**config.mk**
```make
export PLATFORM = sky130hd
export DESIGN_NAME = pipelined_shifter
export DESIGN_NICKNAME = d
export VERILOG_FILES = /design/src/rtl/pipelined_shifter.sv
export SDC_FILE = /design/constraint.sdc
export NUM_CORES = 1
export LEC_CHECK = 0
export BUFFER_PORTS_ARGS = -buffer_cell sky130_fd_sc_hd__buf_4
export CELL_PAD_IN_SITES_DETAIL_PLACEMENT = 1
export CELL_PAD_IN_SITES_GLOBAL_PLACEMENT = 1
export CORE_MARGIN = 1
export CORE_UTILIZATION = 40
export DETAILED_ROUTE_END_ITERATION = 6
export GPL_TIMING_DRIVEN = 0
export HOLD_SLACK_MARGIN = 0.02
export PLACE_DENSITY = 0.79
export SYNTH_ARGS = -nofsm -noshare
export SYNTH_HDL_FRONTEND = slang
export SYNTH_SLANG_ARGS = --single-unit
```
**constraint.sdc**
```tcl
create_clock -name clk -period 3.7 [get_ports clk]
set_input_delay 0.555 -clock clk [delete_from_list [all_inputs] [get_ports clk]]
set_output_delay 0.555 -clock clk [all_outputs]
set_load 0.03 [all_outputs]
```
**src/rtl/pipelined_shifter.sv**
```systemverilog
// Pipelined barrel shifter for SLL, SRL and SRA, with valid/ready handshakes and a global stall.
// Each stage resolves one shamt bit. Define PIPELINED_SHIFTER_ROTATE_EN to make mode 2'b11 a rotate-left.
module pipelined_shifter #(
  parameter int N = 32,
  localparam int S = $clog2(N)
) (
  input  logic         clk,
  input  logic         rst,
  input  logic         i_valid,
  output logic         i_ready,
  input  logic [N-1:0] i_data,
  input  logic [S-1:0] i_shamt,
  input  logic [1:0]   i_mode,
  output logic         o_valid,
  input  logic         o_ready,
  output logic [N-1:0] o_data,
  output logic         o_zero
);

  logic [N-1:0] stg_data  [S];
  logic [S-1:0] stg_shamt [S];
  logic [1:0]   stg_mode  [S];
  logic         stg_sign  [S];
  logic         stg_valid [S];
  logic         adv;

  // One advance signal stalls every stage together, so bubbles keep their position.
  assign adv     = !stg_valid[S-1] || o_ready;
  assign i_ready = adv;
  assign o_valid = stg_valid[S-1];
  assign o_data  = stg_data[S-1];
  assign o_zero  = (stg_data[S-1] == '0);

  for (genvar k = 0; k < S; k++) begin : g_stage
    localparam int AMT = 1 << k;

    logic [N-1:0] src_data;
    logic [N-1:0] shifted;
    logic [S-1:0] src_shamt;
    logic [1:0]   src_mode;
    logic         src_sign;
    logic         src_valid;
    logic         src_bit;

    if (k == 0) begin : g_first
      assign src_data  = i_data;
      assign src_shamt = i_shamt;
      assign src_mode  = i_mode;
      assign src_sign  = i_data[N-1];
      assign src_valid = i_valid;
    end else begin : g_next
      assign src_data  = stg_data[k-1];
      assign src_shamt = stg_shamt[k-1];
      assign src_mode  = stg_mode[k-1];
      assign src_sign  = stg_sign[k-1];
      assign src_valid = stg_valid[k-1];
    end

    assign src_bit = src_shamt[k];

    always_comb begin
      shifted = src_data;
      if (src_bit) begin
        case (src_mode)
          2'b00:   shifted = {src_data[N-1-AMT:0], {AMT{1'b0}}};
          2'b01:   shifted = {{AMT{1'b0}}, src_data[N-1:AMT]};
          2'b10:   shifted = {{AMT{src_sign}}, src_data[N-1:AMT]};
`ifdef PIPELINED_SHIFTER_ROTATE_EN
          2'b11:   shifted = {src_data[N-1-AMT:0], src_data[N-1:N-AMT]};
`endif
          default: shifted = src_data;
        endcase
      end
    end

    // The sign travels with the operation so SRA fills from the operand's original MSB.
    always_ff @(posedge clk) begin
      if (rst) begin
        stg_valid[k] <= 1'b0;
        stg_data[k]  <= '0;
        stg_shamt[k] <= '0;
        stg_mode[k]  <= '0;
        stg_sign[k]  <= 1'b0;
      end else if (adv) begin
        stg_valid[k] <= src_valid;
        stg_data[k]  <= shifted;
        stg_shamt[k] <= src_shamt;
        stg_mode[k]  <= src_mode;
        stg_sign[k]  <= src_sign;
      end
    end
  end

endmodule

```
==> impl_metrics.yaml <==
yosys:
  synth_warnings: 0
  yosysTopAreaCellShare_pct: 50.1
  synth_nets: 1136
  synth-seq-cells: 187
  synth_xor_area_share_pct: 0.0781
  synth_adder_area_share_pct: 0
  synthCells: 1093
  synth_compound_area_share_pct: 26.7
  async_flop_share_pct: 0
  synthFlopType: "edfxtp_1"
  synth_cell_types: 49
  syn_area_sq_um: 11200
  synth_enable_flop_cells: 187
  synthSimpleGateAreaFrac_pct: 16.7
  synth_seq_area_share_pct: 50.1
  muxShareOfSynthArea_pct: 1.16
  synth_top_family_by_area: "compound AO/OA/AOI/OAI gates"
  yosysTopAreaCell: "edfxtp_1"
  syn_area_per_cell_sq_um: 10.3
  synth_area_leaders: "edfxtp_1 (50%), and2_1 (5.6%), a211oi_1 (5.0%)"
sta:
  worst-slew-pin-transition_ns: 1.09
  fin_crit_sh_pct: 64.6
  setup_viol: 0
  maxSlewViolCount: 0
  clock_skew_ns: 0.0117
  layout_min_cycle_time_ns: 2.39
  fmax_ghz: 0.418
  report.final.hold_viol_count: 0
  maxSlewHeadroom_pct: 25.3
  rsz0062_at_grt: "false"
cts:
  cts_sinks: 187
  clk_latency_ns: 0.45
  htreeDepth: 4
  cts_setup_buffers: 0
  path_clk_slew_ns: 0.08
  cts_root_buffer: "clkbuf_16"
  post_cts_resized: 0
  cts_hold_buffers: 0
  clockBufferDepth: 2
  cts_tree: "done"
  numCtsBuffers: 17
layout:
  most-common-layout-cells: "edfxtp_1 (187), nor2_1 (101), and2_1 (100), buf_4 (87), a211oi_1 (75)"
  syn_to_final_growth_pct: 15.1
  final_common_cell: "edfxtp_1"
  drive_gt1_share_pct: 16.1
  nFillCells: 3055
  fin_area_sq_um: 12900
  final_net_count: 1235
  antenna_cells: 0
die:
  start_util_pct: 41.1
  ios: 78
  core_sq_um: 27300
  die_area_sq_um: 28700
  rows: 60
  die-width_um: 169
  die_h_um: 169
global_routing:
  gr-total-overflow: 0
  grtUsageTotal_pct: 25.4
  antenna_found_initial: 0
  grt_max_degree: 67
  first_global_vias: 10000
  grt_pass1_wl_um: 56200
critical_path:
  r2r-end: "stg_data[3][18]$_SDFFCE_PN0P_"
  worstPathRequired_ns: 3.79
  critPathSlowestCell: "a2111oi_0"
  worst_setup_path_end_kind: "flop"
  worstPathCellList: "buf_2 > inv_1 > buf_4 > o22ai_1 > a2111oi_0"
  max_stage_delay_ns: 0.98
  r2r_cells: 5
  critPathLaunch: "stg_mode[2][0]$_SDFFCE_PN0P_"
  worstPathMaxFanout: 10
  worst-setup-path-type: "flop to flop"
  cp.arrival_ns: 2.48
  r2r_setup_slack_ns: 1.31
  critPathLaunchType: "flop"
  rr_startpoint: "stg_mode[2][0]$_SDFFCE_PN0P_"
place:
  postPlaceCellArea_sq_um: 12300
  gp_congestion: 0.996
  dp_hpwl_um: 26800
  port_buffers: 77
pwr:
  clockPowerShare_pct: 35.2
  leakage_nw: 4.68
  seqPwrFrac_pct: 50.8
  power_switching_mw: 1.52
  finalPower_mw: 5.18
  p_comb_share_pct: 14.0
  p_sw_share_pct: 29.4
  p_int_mw: 3.66
  powerDensity_nw_per_um2: 401
  peakVddDrop_uv: 321
min_path:
  hp-class: "input port to flop"
  min_to: "stg_shamt[0][1]$_SDFFCE_PN0P_"
  whs_path_depth: 2
  worstHoldStart: "i_shamt[1]"
route:
  ant_nets: 0
  wire_per_inst_um: 23.0
  routed_wl_um: 36200
  drt-initial-drc-count: 811
  num_vias: 9887
  drc: 1
  firstDrtPassIters: 7
  via_per_inst: 6.27
outcome:
  violations: "design-rule violations"
  outcome: "finished, violations left"
flow_run:
  maxCapViolations: 0
==> cells in the mapped netlist, types with 14 or more instances <==
cell / count
o22ai_1: 70
a2111oi_1: 22
nor2b_1: 39
nand3_1: 21
a2111oi_0: 58
o21ai_0: 20
nor2_1: 101
edfxtp_1: 187
a211oi_1: 75
and2_1: 100
a21oi_1: 61
nand2_1: 47
clkbuf_1: 49
a31oi_1: 35
a22oi_1: 15
nand2b_1: 14
buf_2: 46
==> sequential cells by signal, indices dropped and copies added, names as in the netlist <==
register / flops
stg_mode: 8
stg_sign: 4
stg_data: 160
stg_shamt: 10
stg_valid: 5
==> critical path, delay by kind of cell, from the launching register on <==
| kind | cells | cell delay [ns] |
|---|---|---|
| AO/OA/AOI/OAI | 2 | 1.10 |
| buffers and inverters | 3 | 0.54 |
| flip-flops | 1 | 0.41 |
==> layer usage <==
| layer | share of wire [%] | vias up | global-route usage, % |
|---|---|---|---|
| met3 | 3.5 | 99 | 3.52 |
| met4 | 4.8 | 0 | 13.4 |
| li1 | - | 4515 | - |
| met5 | 0 | - | 0 |
| met2 | 52 | 351 | 48.0 |
| met1 | 39 | 4922 | 27.4 |
==> kinds of logic (layout without fill, tap and decap cells) <==
family	Yosys count	after routing
XOR/XNOR	1	1
flip-flops	187	187
multiplexers	13	13
buffers and inverters	120	232
AO/OA/AOI/OAI	414	414
AND/OR/NAND/NOR	358	358
==> power by group through the flow <==
| stage | clock [mW] | sequential (mW) | combinational, mW |
|---|---|---|---|
| finish | 1.82 | 2.63 | 0.725 |
| detailed placement | 0 | 2.67 | 0.712 |
| global placement | 0 | 2.66 | 0.687 |
| global route | 1.91 | 2.64 | 0.784 |
| CTS | 1.84 | 2.62 | 0.716 |
| floorplan | 0 | 2.63 | 0.437 |
==> through the flow <==
step | hold WS (ns) | setup WS (ns) | setup TNS (ns) | cells | util [%]
final | 0.385 | 1.31 | 0 | 1577 | 47.4
after global routing | 0.380 | 1.12 | 0 | 1577 | 47.4
after CTS | 0.374 | 1.31 | 0 | 1577 | 47.4
after detailed placement | 0.514 | 1.00 | 0 | 1545 | 45.2
after global placement | 0.499 | -0.451 | -81.63 | 1542 | 45.0
after floorplan | 0.497 | 0.128 | 0 | 1093 | -
==> worst max-delay path by stage <==
stage                                                to  slack (ns)
after floorplan            stg_data[0][0]$_SDFFCE_PN0P_        0.13
after CTS                                        o_zero        1.31
after global placement    stg_data[4][26]$_SDFFCE_PN0P_       -0.45
after detailed placement   stg_data[4][1]$_SDFFCE_PN0P_        1.00
after global routing      stg_data[3][19]$_SDFFCE_PN0P_        1.12
final                     stg_data[3][18]$_SDFFCE_PN0P_        1.31
==> final cells by class <==
type                       count  area (sq um)  area share, %
sequential                   187          5620           43.5
multi-input combinational    786          5010           38.8
timing repair buffer          80           646           5.00
buffer                       115           567           4.39
tap                          372           465           3.61
clock buffer                  17           425           3.30
clock inverter                15           156           1.21
inverter                       5          18.8          0.145
Power figures use the tool's default switching activity.
